--- src/rtl/int_div_if.sv ---
// ============================================================================
// Module      : int_div_if
// Description : Start/done handshake bundle for the sequential divider.
//               Optional dz flag present when DIV_ZERO_FLAG_EN is defined.
// Revision    : 1.0 - initial release
// ============================================================================
`default_nettype none
`timescale 1ns/1ps

interface int_div_if #(
    parameter int WIDTH_DIVIDEND = 13,
    parameter int WIDTH_DIVISOR  = 4
);
    localparam int c_QW = WIDTH_DIVIDEND - WIDTH_DIVISOR + 1;

    logic                      start;
    logic [WIDTH_DIVIDEND-1:0] a;
    logic [WIDTH_DIVISOR-1:0]  b;
    logic                      busy;
    logic                      done;
    logic [c_QW-1:0]           res;
    logic [WIDTH_DIVISOR-1:0]  mod;
    logic                      ovf;
`ifdef DIV_ZERO_FLAG_EN
    logic                      dz;

    modport master (output start, a, b, input busy, done, res, mod, ovf, dz);
    modport slave  (input start, a, b, output busy, done, res, mod, ovf, dz);
`else
    modport master (output start, a, b, input busy, done, res, mod, ovf);
    modport slave  (input start, a, b, output busy, done, res, mod, ovf);
`endif
endinterface

`default_nettype wire

--- src/rtl/int_div.sv ---
// ============================================================================
// Module      : int_div
// Description : Restoring shift-subtract unsigned divider, one quotient bit
//               per clock. DIV_ZERO_FLAG_EN adds the dz divide-by-zero flag.
// Revision    : 1.0 - initial release
// ============================================================================
`default_nettype none
`timescale 1ns/1ps

module int_div #(
    parameter int WIDTH_DIVIDEND = 13,
    parameter int WIDTH_DIVISOR  = 4
) (
    input  wire logic clk,
    input  wire logic rst_n,
    int_div_if.slave  bus
);
    localparam int c_QW = WIDTH_DIVIDEND - WIDTH_DIVISOR + 1;
    localparam int c_CW = $clog2(c_QW + 1);

    typedef enum logic [1:0] {
        S_IDLE = 2'd0,
        S_CALC = 2'd1,
        S_DONE = 2'd2
    } state_t;

    state_t                     r_state;
    logic [c_CW-1:0]            r_cnt;
    logic [c_QW-1:0]            r_work;
    logic [WIDTH_DIVISOR-1:0]   r_rem;
    logic [WIDTH_DIVISOR-1:0]   r_b;
    logic                       r_ovf_pend;
    logic                       r_busy;
    logic                       r_done;
    logic [c_QW-1:0]            r_res;
    logic [WIDTH_DIVISOR-1:0]   r_mod;
    logic                       r_ovf;

    logic                       w_ovf_req;
    logic [WIDTH_DIVISOR-1:0]   w_a_top;
    logic [WIDTH_DIVISOR:0]     w_shift;
    logic                       w_ge;
    logic [WIDTH_DIVISOR-1:0]   w_rem_next;

    // Quotient fits in c_QW bits only if the top dividend bits are below b.
    assign w_ovf_req  = (bus.a >> c_QW) >= WIDTH_DIVIDEND'(bus.b);
    assign w_a_top    = WIDTH_DIVISOR'(bus.a >> c_QW);
    assign w_shift    = {r_rem, r_work[c_QW-1]};
    assign w_ge       = w_shift >= {1'b0, r_b};
    // The true difference is below b, so the low bits of the subtraction suffice.
    assign w_rem_next = w_ge ? (w_shift[WIDTH_DIVISOR-1:0] - r_b) : w_shift[WIDTH_DIVISOR-1:0];

`ifdef DIV_ZERO_FLAG_EN
    logic r_dz_pend;
    logic r_dz;
    assign bus.dz = r_dz;
`endif

    always_ff @(posedge clk or negedge rst_n) begin
        if (!rst_n) begin
            r_state    <= S_IDLE;
            r_cnt      <= '0;
            r_work     <= '0;
            r_rem      <= '0;
            r_b        <= '0;
            r_ovf_pend <= 1'b0;
            r_busy     <= 1'b0;
            r_done     <= 1'b0;
            r_res      <= '0;
            r_mod      <= '0;
            r_ovf      <= 1'b0;
`ifdef DIV_ZERO_FLAG_EN
            r_dz_pend  <= 1'b0;
            r_dz       <= 1'b0;
`endif
        end else begin
            case (r_state)
                S_IDLE: begin
                    if (bus.start) begin
                        r_state    <= S_CALC;
                        r_busy     <= 1'b1;
                        r_b        <= bus.b;
                        r_ovf_pend <= w_ovf_req;
`ifdef DIV_ZERO_FLAG_EN
                        r_dz_pend  <= (bus.b == '0);
                        r_dz       <= 1'b0;
`endif
                        if (w_ovf_req) begin
                            // Preload the saturated result; a zero count finishes next edge.
                            r_cnt  <= '0;
                            r_work <= '1;
                            r_rem  <= bus.a[WIDTH_DIVISOR-1:0];
                        end else begin
                            r_cnt  <= c_CW'(c_QW);
                            r_work <= bus.a[c_QW-1:0];
                            r_rem  <= w_a_top;
                        end
                    end
                end
                S_CALC: begin
                    if (r_cnt == '0) begin
                        r_state <= S_DONE;
                        r_busy  <= 1'b0;
                        r_done  <= 1'b1;
                        r_res   <= r_work;
                        r_mod   <= r_rem;
                        r_ovf   <= r_ovf_pend;
`ifdef DIV_ZERO_FLAG_EN
                        r_dz    <= r_dz_pend;
`endif
                    end else begin
                        // Dividend bits leave at the top while quotient bits enter at the bottom.
                        r_cnt  <= r_cnt - c_CW'(1);
                        r_work <= (r_work << 1) | c_QW'(w_ge);
                        r_rem  <= w_rem_next;
                    end
                end
                S_DONE: begin
                    r_state <= S_IDLE;
                    r_done  <= 1'b0;
                end
                default: begin
                    r_state <= S_IDLE;
                    r_busy  <= 1'b0;
                    r_done  <= 1'b0;
                end
            endcase
        end
    end

    assign bus.busy = r_busy;
    assign bus.done = r_done;
    assign bus.res  = r_res;
    assign bus.mod  = r_mod;
    assign bus.ovf  = r_ovf;

endmodule

`default_nettype wire

--- src/flat_wrapper.sv ---
// flat-port wrapper written by rule: the top's interface ports become plain ports
module int_div_flat 
#(
    parameter int WIDTH_DIVIDEND = 13,
    parameter int WIDTH_DIVISOR  = 4
)
  (clk, rst_n, bus_start, bus_a, bus_b, bus_busy, bus_done, bus_res, bus_mod, bus_ovf);
  int_div_if #(.WIDTH_DIVIDEND(WIDTH_DIVIDEND), .WIDTH_DIVISOR(WIDTH_DIVISOR)) bus_i ();
  input  wire logic clk;
  input  wire logic rst_n;
  input wire logic [$bits(bus_i.start)-1:0] bus_start;
  input wire logic [$bits(bus_i.a)-1:0] bus_a;
  input wire logic [$bits(bus_i.b)-1:0] bus_b;
  output wire logic [$bits(bus_i.busy)-1:0] bus_busy;
  output wire logic [$bits(bus_i.done)-1:0] bus_done;
  output wire logic [$bits(bus_i.res)-1:0] bus_res;
  output wire logic [$bits(bus_i.mod)-1:0] bus_mod;
  output wire logic [$bits(bus_i.ovf)-1:0] bus_ovf;
  assign bus_i.start = bus_start;
  assign bus_i.a = bus_a;
  assign bus_i.b = bus_b;
  assign bus_busy = bus_i.busy;
  assign bus_done = bus_i.done;
  assign bus_res = bus_i.res;
  assign bus_mod = bus_i.mod;
  assign bus_ovf = bus_i.ovf;
  int_div #(.WIDTH_DIVIDEND(WIDTH_DIVIDEND), .WIDTH_DIVISOR(WIDTH_DIVISOR)) u_core (.clk(clk), .rst_n(rst_n), .bus(bus_i));
endmodule
--- config.mk ---
export PLATFORM = sky130hd
export DESIGN_NAME = int_div_flat
export DESIGN_NICKNAME = d
export VERILOG_FILES = /design/src/rtl/int_div_if.sv /design/src/rtl/int_div.sv /design/src/flat_wrapper.sv
export SDC_FILE = /design/constraint.sdc
export NUM_CORES = 1
export LEC_CHECK = 0
export ABC_CLOCK_PERIOD_IN_PS = 5970
export CAP_MARGIN = 25
export CELL_PAD_IN_SITES_DETAIL_PLACEMENT = 1
export CELL_PAD_IN_SITES_GLOBAL_PLACEMENT = 1
export CORE_ASPECT_RATIO = 0.9
export CORE_MARGIN = 2
export CORE_UTILIZATION = 40
export DETAILED_ROUTE_END_ITERATION = 10
export PLACE_DENSITY_LB_ADDON = 0.1
export SYNTH_ARGS = -nofsm -noshare
export SYNTH_HDL_FRONTEND = slang
export SYNTH_SLANG_ARGS = --single-unit
--- constraint.sdc ---
create_clock -name clk -period 5.97 [get_ports clk]
set_input_delay 0.597 -clock clk [delete_from_list [all_inputs] [get_ports clk]]
set_output_delay 0.597 -clock clk [all_outputs]
set_load 0.01 [all_outputs]
### Yosys cells after proc, flatten, opt, wreduce, memory -nomap -nowiden

Cells that the tools add are included.

| operators by class | value |
|---|---|
| add/subtract/negate cells | 2 |
| $mul | 0 |
| divide/modulo/power cells | 0 |
| $lt $le $gt $ge | 2 |
| equal/unequal tests | 5 |
| shift-type cells | 0 |
| muxes and demuxes | 21 |
| bitwise operators | 3 |
| reduce and logical (&&, ||, !) cells | 9 |

Operators by type and width:

| operator | count |
|---|---|
| 10-bit 2-to-1 mux | 3 |
| 4-bit 2-to-1 mux | 7 |
| 10-bit one-hot mux with 2 select lines | 1 |
| 4-bit one-hot mux with 2 select lines | 2 |
| 10-bit by 1-bit OR with 10-bit output | 1 |
| 2-bit AND reduction | 4 |
| 3-bit AND reduction | 2 |
| 5-bit by 4-bit >= comparator with 1-bit output | 1 |
| 3-bit by 4-bit >= comparator with 1-bit output | 1 |
| 4-bit logical NOT | 1 |
| 2-bit 2-to-1 mux | 2 |
| 2-bit != test (second input constant) | 2 |
| 2-bit one-hot mux with 2 select lines | 1 |
| 4-bit by 1-bit subtractor with 4-bit output (second input constant) | 1 |
| 4-bit subtractor | 1 |
| 1-bit 2-to-1 mux | 3 |
| 1-bit one-hot mux with 3 select lines | 1 |
| 2-bit by 1-bit == test with 1-bit output (second input constant) | 1 |
| 2-bit == test (second input constant) | 1 |
| 2-bit logical NOT | 1 |
| 2-bit by 1-bit != test with 1-bit output (second input constant) | 1 |
| 1-bit NOT | 2 |
| 1-bit one-hot mux with 2 select lines | 1 |
| 2-bit nonzero test | 1 |

| storage, ports and cells | value |
|---|---|
| register bits after elaboration | 42 |
| latch bits | 0 |
| memory bits (writable) | 0 |
| bits in read-only memories | 0 |
| logic and storage cells | 53 |
| memories kept | 0 |

### Longest topological paths before layout

| depth | value |
|---|---|
| depth after elaboration | 4 |
| mapped depth | 9 |
| gate-level depth less buffers | 8 |

### Worst setup path before layout

No wires, ideal clock.

| path | value |
|---|---|
| path type | input port to flip-flop |
| start point | input bus_b[2] |
| end point | register u_core.r_work[0] |
| setup time | 120 ps |
| arrival | 1950 ps |
| data required time | 5850 ps |
| path slack | 3901 ps |
| stages on the path | 7 |
| buffers on the path | 0 |
| path through | inv_1 ha_1 a21o_1 a31oi_1 nor2_1 or3_1 a31o_1 |

| between the ends | value |
|---|---|
| word-level cells in the longest chain between the ends | 4 |

RTL lines:

| what | RTL line | source |
|---|---|---|
| start: declaration | flat_wrapper.sv:13 | `input wire logic [$bits(bus_i.b)-1:0] bus_b;` |
| 3-bit by 4-bit >= comparator with 1-bit output | int_div.sv:46 | `assign w_ovf_req = (bus.a >> c_QW) >= WIDTH_DIVIDEND'(bus.b);` |
| 10-bit 2-to-1 mux | int_div.sv:88 | `if (w_ovf_req) begin` |
| 10-bit 2-to-1 mux | int_div.sv:79 | `if (bus.start) begin` |
| 10-bit one-hot mux with 2 select lines | int_div.sv:77 | `case (r_state)` |
| end signal: assignment | int_div.sv:95 | `r_work <= bus.a[c_QW-1:0];` |
| end signal: assignment | int_div.sv:114 | `r_work <= (r_work << 1) \| c_QW'(w_ge);` |
| end: declaration | int_div.sv:29 | `logic [c_QW-1:0] r_work;` |

No other way between the ends. The select of a mux whose other input is x is not followed.
A chain may end at the register's enable or synchronous reset.

### Worst setup path in the final report

| path | value |
|---|---|
| start point | input bus_b[2] |
| end point | register u_core.r_work[9] |

The elaborated chain is that of the path after synthesis.

==> run_results.csv <==
group,metric,value,unit
critical_path,worstReg2RegStart,"u_core.r_cnt[0]$_DFFE_PN0P_",
sta,hold_viol,0,
critical_path,cp-startpoint,"bus_b[2]",
logic_synthesis,postSynthAreaPerCell,10.2,sq um
place,io_buffers,36,
route,vias,1596,
layout,nFillCells,541,
global_route,grt_max_degree,43,
pwr,internal-power,0.000851,W
clock_network,cts_root_buffer,"clkbuf_8",
clock_network,cts_tree,"done",
global_route,antenna_found_initial,0,
clock_network,cts_resized,0,
critical_path,path_max_fanout,9,
logic_synthesis,synth_edf_count,0,
sta,fin_crit,2.64,ns
critical_path,rrSetupSlack,3.69,ns
logic_synthesis,synth_commonest_cells,"42 x dfrtp_1, 22 x inv_1, 20 x nand2_1, 15 x a21oi_1",
route,first_pass_iters,4,
sta,setup_viol,0,
layout,nets,263,
logic_synthesis,yosysMostFrequentCell,"dfrtp_1",
layout,syn_to_final_growth,24.4,%
critical_path,critPathLaunchType,"input pin",
critical_path,cp_slowest_stage_delay,0.53,ns
sta,worst_slew_pin_slew,0.930,ns
route,route.detailed.drc,0,
layout,layout-drive-gt1-share,4.26,%
logic_synthesis,syn_nets,227,
sta,fin_ws,3.33,ns
logic_synthesis,synth_seq_cells,42,
critical_path,end_kind,"register",
clock_network,cts_made_buffers,5,
logic_synthesis,synth_area,2020,sq um
place,dp_slack,3.03,ns
pwr,p_per_area,567,nW/um^2
route,first_iter_violations,47,
die,initial_core_util,41.5,%
critical_path,path_buf_inv,2,
sta,timing.fmax,379,MHz
clock_network,clock_latency,0.30,ns
critical_path,cp_num_cells,8,
clock_network,holdBufCountCts,0,
place,dp_cells,292,
die,dieArea,5630,sq um
die,core,4860,sq um
pwr,ir_worst_vdd,0.251,mV
logic_synthesis,synth_top_cell_area_share,52.1,%
sta,rsz0062_at_grt,"false",
route,postRouteAntennaNets,0,
critical_path,required,6.12,ns
pwr,switching_share,40.2,%
global_route,grt-ovfl-total,0,
critical_path,reg2reg_to,"u_core.r_rem[0]$_DFFE_PN0P_",
critical_path,cp_slowest_cell,"nor2_1",
route,routed_via_density,5.32,
critical_path,crit_path_end,"u_core.r_work[9]$_DFFE_PN0P_",
sta,maxSlewHeadroom,38.0,%
pwr,p_seq_share,36.4,%
place,gp_congestion,0.787,
logic_synthesis,yosys.area.top_type,"dfrtp_1",
critical_path,arrival,2.79,ns
logic_synthesis,synth.area.top_cells,"dfrtp_1 52%, mux2_1 6.7%, ha_1 5.0%",
critical_path,path_cells,"clkdlybuf4s50_1, inv_1, ha_1, a21o_1, a31oi_1, nor2_1, nor2_1, a22oi_1",
critical_path,crit_path_frequent_cell,"nor2_1",
logic_synthesis,ys_warn_count,0,
logic_synthesis,synthFlopType,"dfrtp_1",
logic_synthesis,yosysUniqueCellTypes,36,
layout,layout.cells.non_filler,300,
die,die_x,78.9,microns
global_route,grt_pass1_wl,8210,microns
critical_path,reg2reg_depth,7,
sta,clock_skew,0.00668,ns
logic_synthesis,synthArstFlopShare,100,%
pwr,p_leak,1.13,nW
critical_path,critPathTopFamily,"simple AND/OR/NAND/NOR gates",
die,rows,24,
place,detailed_place_hpwl,3730,microns
pwr,clkPwrFrac,12.6,%
critical_path,path_class,"input pin to register",
sta,setup-tns-final,0,ns
pwr,power.switching,0.000572,W
clock_network,clk_pin_slew,0.08,ns
route,wl_per_cell,16.2,microns
global_route,grtUsageTotal,18.9,%
layout,insertedDiodeCount,0,
die,io_pins,37,
clock_network,cts_sinks,42,
pwr,comb_power_share,51.0,%
logic_synthesis,netlist_instances,198,
clock_network,post-cts-setup-buffers,0,
sta,slew_viol_final,0,
logic_synthesis,synth-seq-area-share,52.1,%
min_path,hold_path.class,"input pin to async pin",
clock_network,htreeDepth,2,
route,routed_wl,4870,microns
outcome,status,"finished clean",
clock_network,cts_buffer_depth,2,
die,die_h,71.4,microns
pwr,fin_total_pwr,0.00142,W
flow_run,max_cap_viol_count,0,
sta,fin_crit_sh,44.2,%
global_route,grt_pass1_vias,1651,
sequential cells by signal, indices dropped and copies added (netlist names):
name / flops
u_core.bus.res: 10
u_core.r_ovf_pend: 1
u_core.bus.done: 1
u_core.r_rem: 4
u_core.r_work: 10
u_core.r_b: 4
u_core.bus.mod: 4
u_core.bus.ovf: 1
u_core.bus.busy: 1
u_core.r_cnt: 4
u_core.r_state: 2
power groups by stage:
| stage | Clock [W] | Combinational, W | Sequential, W |
|---|---|---|---|
| final | 0.000179 | 0.000725 | 0.000518 |
| after global routing | 0.000200 | 0.000823 | 0.000536 |
| after CTS | 0.000188 | 0.000738 | 0.000520 |
| after detailed placement | 0 | 0.000735 | 0.000525 |
| after global placement | 0 | 0.000693 | 0.000516 |
| after floorplan | 0 | 0.000465 | 0.000525 |
placed cells by master, fill, tap and decap left out, drive strengths merged, types with 2 or more instances in the layout:
cell	n
dfrtp	42
clkdlybuf4s50	35
inv	23
nand2	20
a21oi	15
o21ai	13
nor2	12
mux2	12
o22ai	8
ha	8
clkbuf	6
mux2i	5
nand2b	4
a31oi	3
nor2b	2
nor3	2
nand3	2
or4	2
and2	2
a22o	2
clkinv	2
stage by stage:
step	utilization, %	hold slack (ns)	area [sq um]
final	51.6	0.436	2510
after global placement	49.8	0.461	2420
after CTS	51.6	0.469	2510
after detailed placement	49.8	0.465	2420
after global routing	51.6	0.498	2510
after floorplan	-	0.301	2020
kinds of logic after synthesis:
group                    Yosys count  synth area share, %
adder cells (fa/ha/maj)            9                 5.95
buffers and inverters             30                 5.83
AND/OR/NAND/NOR                   49                 11.5
flip-flops                        42                 52.1
multiplexers                      17                 9.18
XOR/XNOR                           1                0.434
AO/OA/AOI/OAI                     50                 15.0
routing by layer:
metal / global-route usage, % / vias up / routed length [microns]
li1: - / 751 / -
met1: 25.5 / 793 / 2280
met2: 31.0 / 44 / 2310
met3: 4.16 / 8 / 220
met4: 5.56 / 0 / 55
met5: 0 / - / 0
final cells by class:
cell class	count	area, sq um	share of cell area (%)
Clock inverter	2	13.8	0.548
Inverter	23	86.3	3.44
Clock buffer	6	72.6	2.89
Multi-Input combinational cell	126	850	33.8
Sequential cell	42	1050	41.9
Tap cell	65	81.3	3.24
Timing Repair Buffer	36	355	14.2
worst min path at each step:
stage                                     to  cells past startpoint
5_1_grt        u_core.bus.res[3]$_DFFE_PN0P_                      1
2_1_floorplan    u_core.bus.busy$_DFFE_PN0P_                      0
4_1_cts         u_core.r_work[0]$_DFFE_PN0P_                      1
3_5_place_dp   u_core.r_ovf_pend$_DFFE_PN0P_                      2
6_report       u_core.bus.mod[0]$_DFFE_PN0P_                      1
3_3_place_gp   u_core.r_ovf_pend$_DFFE_PN0P_                      2
worst reg2reg max path: stages (launching register included):
cell and delay [ns]:
dfrtp_1 0.41, inv_1 0.06, ha_1 0.20, nor3b_2 0.18, a211o_1 0.45, or4_1 0.53
o31a_1 0.14, a22o_1 0.21
(Power assumes the default switching activity.)
